===== src/rtl/tc_div_pkg.sv =====
// ---------------------------------------------------------------------------
// tc_div_pkg : shared widths, types and limits for the TC sequential divider, rev 1.0
// ---------------------------------------------------------------------------
`default_nettype none

package tc_div_pkg;

  localparam int DIVIDEND_W = 31;
  localparam int DIVISOR_W  = 13;
  localparam int QUOT_W     = 18;
  localparam int CNT_W      = $clog2(DIVIDEND_W + 1);

  localparam int QUOT_POS_LIM = (1 << (QUOT_W - 1)) - 1;
  localparam int QUOT_NEG_LIM = (1 << (QUOT_W - 1));

  typedef enum logic [1:0] {
    IDLE = 2'd0,
    CALC = 2'd1,
    DONE = 2'd2
  } state_e;

  typedef logic [DIVIDEND_W-1:0]    dmag_t;
  typedef logic [DIVISOR_W:0]       prem_t;
  typedef logic signed [QUOT_W-1:0] quot_t;

  localparam quot_t QUOT_MAX = quot_t'(QUOT_POS_LIM);
  localparam quot_t QUOT_MIN = quot_t'(-QUOT_NEG_LIM);

endpackage

`default_nettype wire


===== src/rtl/trackletcalculator_div_31s_13ns_18s_seq_if.sv =====
// ---------------------------------------------------------------------------
// trackletcalculator_div_31s_13ns_18s_seq_if : ap-handshake + operand/result bundle, rev 1.0
// ---------------------------------------------------------------------------
`default_nettype none

interface trackletcalculator_div_31s_13ns_18s_seq_if;
  import tc_div_pkg::*;

  logic                         ap_start;
  logic signed [DIVIDEND_W-1:0] dividend;
  logic        [DIVISOR_W-1:0]  divisor;
  logic                         ap_idle;
  logic                         ap_ready;
  logic                         ap_done;
  quot_t                        quotient;
  logic signed [DIVISOR_W:0]    remainder;
  logic                         ovf;
  logic                         div_by_zero;

  modport slave (
    input  ap_start, dividend, divisor,
    output ap_idle, ap_ready, ap_done, quotient, remainder, ovf, div_by_zero
  );

  modport master (
    output ap_start, dividend, divisor,
    input  ap_idle, ap_ready, ap_done, quotient, remainder, ovf, div_by_zero
  );

endinterface

`default_nettype wire


===== src/rtl/tc_div_restoring_step.sv =====
// ---------------------------------------------------------------------------
// tc_div_restoring_step : one combinational restoring-division iteration, rev 1.0
// ---------------------------------------------------------------------------
`default_nettype none

module tc_div_restoring_step
  import tc_div_pkg::*;
(
  input  prem_t                rem_i,
  input  logic                 bit_i,
  input  logic [DIVISOR_W-1:0] divisor_i,
  output prem_t                rem_o,
  output logic                 qbit_o
);

  logic [DIVISOR_W+1:0] w_partial;
  logic [DIVISOR_W+1:0] w_divisor;
  logic [DIVISOR_W+1:0] w_diff;

  assign w_partial = {rem_i, bit_i};
  assign w_divisor = {2'b00, divisor_i};
  assign w_diff    = w_partial - w_divisor;
  assign qbit_o    = (w_partial >= w_divisor);
  // Result is always < divisor when the subtract is taken, so it fits the narrower register.
  assign rem_o     = prem_t'(qbit_o ? w_diff : w_partial);

endmodule

`default_nettype wire


===== src/rtl/trackletcalculator_div_31s_13ns_18s_seq.sv =====
// ---------------------------------------------------------------------------
// trackletcalculator_div_31s_13ns_18s_seq : 31s / 13u restoring divider, 18s saturated quotient, rev 1.0
// ---------------------------------------------------------------------------
`default_nettype none

module trackletcalculator_div_31s_13ns_18s_seq
  import tc_div_pkg::*;
(
  input  logic ap_clk,
  input  logic ap_rst_n,
  trackletcalculator_div_31s_13ns_18s_seq_if.slave bus
);

  state_e               state_q, state_d;
  logic [CNT_W-1:0]     cnt_q, cnt_d;
  dmag_t                dmag_q, dmag_d;
  dmag_t                qmag_q, qmag_d;
  prem_t                rem_q, rem_d;
  logic                 neg_q, neg_d;
  logic [DIVISOR_W-1:0] dvs_q, dvs_d;
  quot_t                quot_q, quot_d;
  prem_t                remo_q, remo_d;
  logic                 ovf_q, ovf_d;
  logic                 dbz_q, dbz_d;

  prem_t                w_step_rem;
  logic                 w_step_qbit;
  dmag_t                w_qmag_next;
  dmag_t                w_dabs;
  logic [QUOT_W-1:0]    w_qlo;
  logic [QUOT_W-1:0]    w_qlo_neg;
  prem_t                w_rem_neg;

  tc_div_restoring_step u_step (
    .rem_i     (rem_q),
    .bit_i     (dmag_q[DIVIDEND_W-1]),
    .divisor_i (dvs_q),
    .rem_o     (w_step_rem),
    .qbit_o    (w_step_qbit)
  );

  // |-2^30| = 2^30 still fits the unsigned magnitude width.
  assign w_dabs      = bus.dividend[DIVIDEND_W-1] ? (~dmag_t'(bus.dividend) + dmag_t'(1))
                                                  : dmag_t'(bus.dividend);
  assign w_qmag_next = (qmag_q << 1) | dmag_t'(w_step_qbit);
  assign w_qlo       = w_qmag_next[QUOT_W-1:0];
  assign w_qlo_neg   = QUOT_W'(0) - w_qlo;
  assign w_rem_neg   = prem_t'(0) - w_step_rem;

  always_comb begin
    state_d = state_q;
    cnt_d   = cnt_q;
    dmag_d  = dmag_q;
    qmag_d  = qmag_q;
    rem_d   = rem_q;
    neg_d   = neg_q;
    dvs_d   = dvs_q;
    quot_d  = quot_q;
    remo_d  = remo_q;
    ovf_d   = ovf_q;
    dbz_d   = dbz_q;
    unique case (state_q)
      IDLE: begin
        if (bus.ap_start) begin
          state_d = CALC;
          neg_d   = bus.dividend[DIVIDEND_W-1];
          dmag_d  = w_dabs;
          dvs_d   = bus.divisor;
          cnt_d   = CNT_W'(DIVIDEND_W);
          rem_d   = '0;
          qmag_d  = '0;
        end
      end
      CALC: begin
        dmag_d = dmag_q << 1;
        rem_d  = w_step_rem;
        qmag_d = w_qmag_next;
        cnt_d  = cnt_q - CNT_W'(1);
        if (cnt_q == CNT_W'(1)) begin
          state_d = DONE;
          if (dvs_q == '0) begin
            quot_d = neg_q ? QUOT_MIN : QUOT_MAX;
            remo_d = '0;
            ovf_d  = 1'b0;
            dbz_d  = 1'b1;
          end else begin
            remo_d = neg_q ? w_rem_neg : w_step_rem;
            dbz_d  = 1'b0;
            if (!neg_q && (w_qmag_next > dmag_t'(QUOT_POS_LIM))) begin
              quot_d = QUOT_MAX;
              ovf_d  = 1'b1;
            end else if (neg_q && (w_qmag_next > dmag_t'(QUOT_NEG_LIM))) begin
              quot_d = QUOT_MIN;
              ovf_d  = 1'b1;
            end else begin
              quot_d = neg_q ? quot_t'(w_qlo_neg) : quot_t'(w_qlo);
              ovf_d  = 1'b0;
            end
          end
        end
      end
      DONE:    state_d = IDLE;
      default: state_d = IDLE;
    endcase
  end

  always_ff @(posedge ap_clk or negedge ap_rst_n) begin
    if (!ap_rst_n) begin
      state_q <= IDLE;
      cnt_q   <= '0;
      dmag_q  <= '0;
      qmag_q  <= '0;
      rem_q   <= '0;
      neg_q   <= 1'b0;
      dvs_q   <= '0;
      quot_q  <= '0;
      remo_q  <= '0;
      ovf_q   <= 1'b0;
      dbz_q   <= 1'b0;
    end else begin
      state_q <= state_d;
      cnt_q   <= cnt_d;
      dmag_q  <= dmag_d;
      qmag_q  <= qmag_d;
      rem_q   <= rem_d;
      neg_q   <= neg_d;
      dvs_q   <= dvs_d;
      quot_q  <= quot_d;
      remo_q  <= remo_d;
      ovf_q   <= ovf_d;
      dbz_q   <= dbz_d;
    end
  end

  assign bus.ap_idle     = (state_q == IDLE);
  assign bus.ap_ready    = (state_q == IDLE) && bus.ap_start;
  assign bus.ap_done     = (state_q == DONE);
  assign bus.quotient    = quot_q;
  assign bus.remainder   = remo_q;
  assign bus.ovf         = ovf_q;
  assign bus.div_by_zero = dbz_q;

endmodule

`default_nettype wire


===== src/flat_wrapper.sv =====
// flat-port wrapper written by rule: the top's interface ports become plain ports
module trackletcalculator_div_31s_13ns_18s_seq_flat import tc_div_pkg::*;
  (ap_clk, ap_rst_n, bus_ap_start, bus_dividend, bus_divisor, bus_ap_idle, bus_ap_ready, bus_ap_done, bus_quotient, bus_remainder, bus_ovf, bus_div_by_zero);
  trackletcalculator_div_31s_13ns_18s_seq_if bus_i ();
  input  logic ap_clk;
  input  logic ap_rst_n;
  input wire logic [$bits(bus_i.ap_start)-1:0] bus_ap_start;
  input wire logic [$bits(bus_i.dividend)-1:0] bus_dividend;
  input wire logic [$bits(bus_i.divisor)-1:0] bus_divisor;
  output wire logic [$bits(bus_i.ap_idle)-1:0] bus_ap_idle;
  output wire logic [$bits(bus_i.ap_ready)-1:0] bus_ap_ready;
  output wire logic [$bits(bus_i.ap_done)-1:0] bus_ap_done;
  output wire logic [$bits(bus_i.quotient)-1:0] bus_quotient;
  output wire logic [$bits(bus_i.remainder)-1:0] bus_remainder;
  output wire logic [$bits(bus_i.ovf)-1:0] bus_ovf;
  output wire logic [$bits(bus_i.div_by_zero)-1:0] bus_div_by_zero;
  assign bus_i.ap_start = bus_ap_start;
  assign bus_i.dividend = bus_dividend;
  assign bus_i.divisor = bus_divisor;
  assign bus_ap_idle = bus_i.ap_idle;
  assign bus_ap_ready = bus_i.ap_ready;
  assign bus_ap_done = bus_i.ap_done;
  assign bus_quotient = bus_i.quotient;
  assign bus_remainder = bus_i.remainder;
  assign bus_ovf = bus_i.ovf;
  assign bus_div_by_zero = bus_i.div_by_zero;
  trackletcalculator_div_31s_13ns_18s_seq u_core (.ap_clk(ap_clk), .ap_rst_n(ap_rst_n), .bus(bus_i));
endmodule

===== config.mk =====
export PLATFORM = sky130hd
export DESIGN_NAME = trackletcalculator_div_31s_13ns_18s_seq_flat
export DESIGN_NICKNAME = d
export VERILOG_FILES = /design/src/rtl/tc_div_pkg.sv /design/src/rtl/trackletcalculator_div_31s_13ns_18s_seq_if.sv /design/src/rtl/tc_div_restoring_step.sv /design/src/rtl/trackletcalculator_div_31s_13ns_18s_seq.sv /design/src/flat_wrapper.sv
export SDC_FILE = /design/constraint.sdc
export NUM_CORES = 1
export LEC_CHECK = 0
export BUFFER_PORTS_ARGS = -buffer_cell sky130_fd_sc_hd__buf_2
export CORE_ASPECT_RATIO = 1.25
export CORE_MARGIN = 1.5
export CORE_UTILIZATION = 45
export CTS_CLUSTER_DIAMETER = 40
export CTS_CLUSTER_SIZE = 40
export DETAILED_ROUTE_END_ITERATION = 8
export PLACE_DENSITY_LB_ADDON = 0.05
export SYNTH_ARGS = -nofsm -noshare
export SYNTH_HDL_FRONTEND = slang
export SYNTH_HIERARCHICAL = 1
export SYNTH_SLANG_ARGS = --single-unit

===== constraint.sdc =====
create_clock -name ap_clk -period 11.05 [get_ports ap_clk]
set_clock_uncertainty 0.05 [all_clocks]
set_input_delay 1.6575 -clock ap_clk [delete_from_list [all_inputs] [get_ports ap_clk]]
set_output_delay 1.6575 -clock ap_clk [all_outputs]
set_load 0.01 [all_outputs]

==> flow_summary.yaml, run 1 <==
final_layout:
  area_growth_pct: 15.52
  drive_above_1_share_pct: 16.42
  layout.nets: 987
  final_util_pct: 53.71
  antennaDiodeCount: 0
  final.fill_count: 1559
clock_network:
  cts_resized: 0
  clock_latency_ns: 0.41
  cts_hold_repair.buffers: 0
  htreeDepth: 4
  cts_buffers: 17
  clockBufferDepth: 2
  cts_sinks: 130
  path_clk_slew_ns: 0.06
  post_cts.repair.setup_buffers: 0
  cts_tree: "done"
  cts-root-buf: "clkbuf_16"
floorplanning:
  row_count: 52
  ios: 84
  start_util_pct: 46.49
  coreArea_um2: 16330
  dieArea_um2: 17670
  die_h_um: 148.2
  die_width_um: 119.2
synthesis:
  synth_edf_count: 0
  synth_fp_nets: 927
  postSynthCellCount: 859
  synth-seq-cells: 130
  synth_cell_types: 68
  ys_seq_area_share_pct: 42.85
  async_flop_share_pct: 100.0
  yosysWarnings: 6
  syn_avg_cell_area_um2: 8.839
  synth_flop_cell: "dfrtp_1"
  syn-cell-area_um2: 7592
worst_hold_path:
  hp-class: "reg2reg"
timing:
  setup_violations: 0
  final.min_clock_period_ns: 4.604
  final_hold_viol_count: 0
  slew_headroom_pct: 25.18
  tns_ns: 0
  period_share_pct: 41.66
  slew_violations: 0
  max_slew.worst_pin.slew_ns: 1.122
  fmax_ghz: 0.2172
  rsz0062_at_grt: "false"
critical_path:
  arrival_ns: 2.90
  worst-r2r-setup-slack_ns: 6.67
  critPathRequiredTime_ns: 9.34
  cp-end-kind: "output port"
  startpoint_type: "primary input"
  worst-setup-path-type: "in2out"
  crit_fanout: 61
power_and_ir_drop:
  ir_drop_v: 0.0001286
  cellPowerDensity_nw_per_um2: 355.5
  leakagePower_uw: 0.003956
drt:
  wl_met1_um: 8303
  drtIter0Drc: 287
  vias: 6391
  wl_um: 17870
  routed.top_layer: "met4"
  met3_length_um: 716
  wl_met2_um: 8674
  first_pass_iters: 5
  avgViaCountPerCell: 5.567
  drc: 0
  ant_nets: 0
  routedWlPerCell_um: 15.56
outcome:
  outcome: "finished clean"
global_routing:
  grt_max_degree: 76
  antenna_found_initial: 0
  grt-ovfl-total: 0
  grt_usage_pct: 21.24
  grt_pass1_vias: 6244
  grt_pass1_wl_um: 30610
flow_run:
  maxCapViolCount: 0
placement:
  gp_congestion: 0.8814
  port-buffer-count: 83
  hpwl_um: 12270
-- synth_stat cells (all sizes together), types with 3 or more instances --
cell type	number	area, µm²
a211oi	5	37.54
a21o	3	22.52
a21oi	30	165.2
a22o	11	97.59
a22oi	17	127.6
a31oi	7	43.79
and4	3	27.53
buf	12	65.06
clkbuf	37	138.9
dfrtp	130	3253
ha	20	250.2
inv	31	116.4
mux2	12	165.2
mux2i	13	130.1
nand2	168	630.6
nand2b	5	31.28
nand3	17	90.09
nand4	7	43.79
nor2	48	180.2
nor2b	12	82.58
nor3	15	86.34
nor4	12	81.33
nor4b	4	35.03
o211ai	3	27.52
o21ai	107	535.5
o22a	15	131.4
o31ai	21	157.7
o41ai	5	43.79
or2	3	18.77
or3	5	31.28
or4	7	60.06
xnor2	16	140.1
xor2	34	297.8
-- sequential cells by signal, indices dropped and copies added (netlist names) --
name and cells:
u_core/rem_q 14, u_core/bus.quotient 18, u_core/dvs_q 13, u_core/neg_q 1, u_core/bus.remainder 14, u_core/state_q 2, u_core/qmag_q 30, u_core/bus.ovf 1
u_core/dmag_q 31, u_core/cnt_q 5, u_core/bus.div_by_zero 1
-- worst max-delay path, stage by stage --
cell and delay (ns):
buf_2 0.07, nand2_1 0.04, buf_4 0.30, inv_1 0.11
buf_4 0.47, buf_2 0.23
-- final cells by class --
cell class	instances	area [µm²]	share of cell area, %
multi-input combinational	649	4031	45.96
inverter	31	116.4	1.327
tap	216	270.3	3.081
clock buffer	22	474.2	5.407
timing repair buffer	90	470.5	5.364
sequential	130	3253	37.09
clock inverter	10	155.1	1.769
-- metrics by stage --
step | hold slack [ns] | power (µW) | setup slack, ns | std cells | area [µm²]
floorplan | 0.3956 | 2141 | 6.795 | 859 | 7592
global placement | 0.4074 | 2478 | 6.447 | 1116 | 8142
detailed placement | 0.4159 | 2528 | 6.426 | 1116 | 8142
CTS | 0.4298 | 3141 | 6.423 | 1148 | 8771
global route | 0.4544 | 3400 | 6.312 | 1148 | 8771
finish | 0.4228 | 3118 | 6.446 | 1148 | 8771
-- report_power, final --
group | switching [µW] | internal [µW] | leakage [µW]
sequential | 189 | 696 | 0.00163
clock | 203 | 394 | 0.000306
combinational | 932 | 704 | 0.00202
-- layout by cell type, fill, tap and decap left out, types with 16 or more instances in the layout --
cell,netlist,final
a21oi_1,28,28
a22oi_1,17,17
buf_2,4,82
clkbuf_16,0,17
dfrtp_1,130,130
ha_1,20,20
inv_1,31,31
nand2_1,168,168
nand3_1,16,16
nor2_1,48,47
o21ai_0,100,100
o31ai_1,21,21
xnor2_1,16,16
xor2_1,34,34
-- worst paths after layout --
kind,from,to,cells after the start
worst max-delay path,bus_ap_start,bus_ap_ready,6
worst min-delay path,u_core/bus.remainder[6],u_core/bus.remainder[6],2
worst max register to register,u_core/rem_q[0],u_core/bus.quotient[2],17
worst min register to register,u_core/bus.remainder[6],u_core/bus.remainder[6],2
max in group asynchronous,ap_rst_n,u_core/dmag_q[17],2
min in group asynchronous,ap_rst_n,u_core/bus.remainder[9],1
-- layer usage --
metal,global-route usage [%],vias up
li1,-,3159
met1,28.18,3092
met2,35.55,125
met3,4.294,15
met4,5.663,0
met5,0,-
-- kinds of logic after synthesis --
family          Yosys count  synth area share (%)
xor+xnor                 50                 5.768
simple gates            314                 19.28
flops                   130                 42.85
mux                      25                 3.889
compound gates          239                 20.44
fa+ha+maj                21                 3.560
buf+inv                  80                 4.219
(Power assumes the default switching activity.)
==> run 2: changes to the inputs <==
==> constraint.sdc (replaced) <==
create_clock -name ap_clk -period 3.8 [get_ports ap_clk]
set_clock_uncertainty 0.05 [all_clocks]
set_input_delay 0.57 -clock ap_clk [delete_from_list [all_inputs] [get_ports ap_clk]]
set_output_delay 0.57 -clock ap_clk [all_outputs]
set_load 0.01 [all_outputs]
==> run 2 against run 1 <==
Compared with the run above: first-iteration DRC count up 29%; clock-buffer cell count down 2; global-route usage increased by 1.1 points; critical path depth is 11 higher; sequential share of layout area is 0.80 points lower; clock power grew to 2.8 times the previous value; cell area rose by 2.2%; worst setup slack got worse by 6.3 ns; sequential power rose to 2.9 times the previous value; die area is the same; utilization increased by 1.2 points; combinational power increased to 3.1 times the previous value.
==> flow_summary.yaml, run 2 (synthesized netlist as in run 1, its figures left out) <==
clock_network:
  cts_sinks: 130
  clock_latency_ns: 0.42
  path_clk_slew_ns: 0.06
  htreeDepth: 4
  clockBufferDepth: 2
  cts_buffers: 17
  cts-root-buf: "clkbuf_16"
  cts_tree: "done"
timing:
  fmax_ghz: 0.2769
  worst_hold_slack_ns: 0.1842
  slew_headroom_pct: 27.09
  max_slew.worst_pin.slew_ns: 1.094
  period_share_pct: 95.04
  final.min_clock_period_ns: 3.611
  setup_violations: 0
  setup_ws_ns: 0.1886
  final_hold_viol_count: 0
  tns_ns: 0
  slew_violations: 0
final_layout:
  final_area_um2: 8964
  layout.nets: 1004
  largest_reg_flops: 31
  drive_above_1_share_pct: 19.75
  fin_cells: 1163
  area_growth_pct: 18.06
  final_common_cell: "nand2_1"
  final_cell_mix: "nand2_1 (168), dfrtp_1 (130), o21ai_0 (100), buf_2 (82), nor2_1 (45)"
  regMostFlops: "u_core/dmag_q"
  antennaDiodeCount: 0
drt:
  ant_nets: 0
  drc: 0
  first_pass_iters: 5
  vias: 6495
  avgViaCountPerCell: 5.585
  drtIter0Drc: 370
  wl_um: 18640
  routedWlPerCell_um: 16.02
global_routing:
  grt_max_degree: 73
  antenna_found_initial: 0
  grt_pass1_wl_um: 32200
  grt-ovfl-total: 0
  grt_pass1_vias: 6645
  grt_usage_pct: 22.31
placement:
  placed_area_um2: 8232
  dp_cells: 1128
  hpwl_um: 13020
  post-place-ws_ns: 0.06339
  gp_congestion: 0.8550
  port-buffer-count: 83
power_and_ir_drop:
  power_frac_comb_pct: 54.9
  ir_drop_v: 0.0004528
  p_int_uw: 5321
  cellPowerDensity_nw_per_um2: 1048
  power_switching_share_pct: 43.35
  clkPwrFrac_pct: 17.6
  p_switching_uw: 4071
  p_seq_share_pct: 27.5
  leakagePower_uw: 0.004035
outcome:
  outcome: "finished clean"
floorplanning:
  die_h_um: 148.2
  start_util_pct: 46.49
  die_width_um: 119.2
  ios: 84
  dieArea_um2: 17670
  row_count: 52
  coreArea_um2: 16330
critical_path:
  r2r_end: "u_core/bus.remainder[10]"
  ff2ff_path_depth: 17
  r2r_start: "u_core/dvs_q[1]"
  crit_fanout: 5
  cp-startpoint: "u_core/dvs_q[1]"
  startpoint_type: "register"
  critPathRequiredTime_ns: 4.07
  worst-setup-path-type: "reg2reg"
  arrival_ns: 3.88
  cp-end-kind: "register"
  worst-r2r-setup-slack_ns: 0.19
  endpoint: "u_core/bus.remainder[10]"
flow_run:
  maxCapViolCount: 0
worst_hold_path:
  hp-class: "in2async"
-- run 2: changes by cell type in the layout (fill, tap and decap cells not counted), moves of 2 or more --
cell    delta
buf_4     +16
ha_1       -2
nor2_1     -2
nor2_2     +2
-- run 2: power by group through the flow --
stage                     clock network [µW]  registers, µW  logic [µW]
after floorplan                            0           2450        3780
after detailed placement                   0           2590        4910
final                                   1650           2580        5150
after global placement                     0           2560        4790
after global routing                    1740           2680        5830
after CTS                               1690           2570        4920
-- run 2: area by class of cell --
type | count | area, µm²
fill | 1532 | 7367
multi-input combinational | 649 | 4131
sequential | 130 | 3253
timing repair buffer | 107 | 601.8
clock buffer | 20 | 456.7
tap | 216 | 270.3
clock inverter | 10 | 133.9
inverter | 31 | 116.4
-- run 2: timing repair --
item	CTS	global route
buffers inserted	0	5
hold buffers	0	0
setup endpoints to repair	0	23
gates resized for setup	0	22
-- run 2: worst min-delay path by stage --
| stage | start | end | cells after the start |
|---|---|---|---|
| after global placement | u_core/bus.remainder[13] | u_core/bus.remainder[13] | 2 |
| after floorplan | ap_rst_n | u_core/bus.div_by_zero | 0 |
| final | ap_rst_n | u_core/bus.remainder[9] | 1 |
| after global routing | ap_rst_n | u_core/bus.remainder[9] | 1 |
| after CTS | ap_rst_n | u_core/bus.remainder[9] | 1 |
| after detailed placement | u_core/bus.remainder[13] | u_core/bus.remainder[13] | 2 |
-- run 2: metal layers --
metal	track usage, %	wire length (µm)	up-vias
met2	37.49	8903	155
met1	28.99	8675	3131
met5	0	0	-
met4	8.072	208	0
met3	3.873	848	17
li1	-	-	3192
-- run 2: through the flow --
step                      power, µW  util [%]
after detailed placement       7497     50.41
after floorplan                6227         -
after global routing          10250     54.89
final                          9392     54.89
after global placement         7349     50.41
after CTS                      9186     54.02
-- run 2: worst max-delay path, cell delays in order, from the launching register on --
cell and delay [ns]:
dfrtp_1 0.40, inv_2 0.10, ha_4 0.20, nor2b_4 0.13
o211ai_2 0.19, a21boi_2 0.10, o21ai_2 0.16, a31oi_2 0.12
a311oi_4 0.29, buf_6 0.17, mux2_4 0.32, inv_1 0.08
ha_2 0.18, nor2b_4 0.17, nand3_2 0.11, o41ai_2 0.37
xor2_1 0.11, o31ai_1 0.25
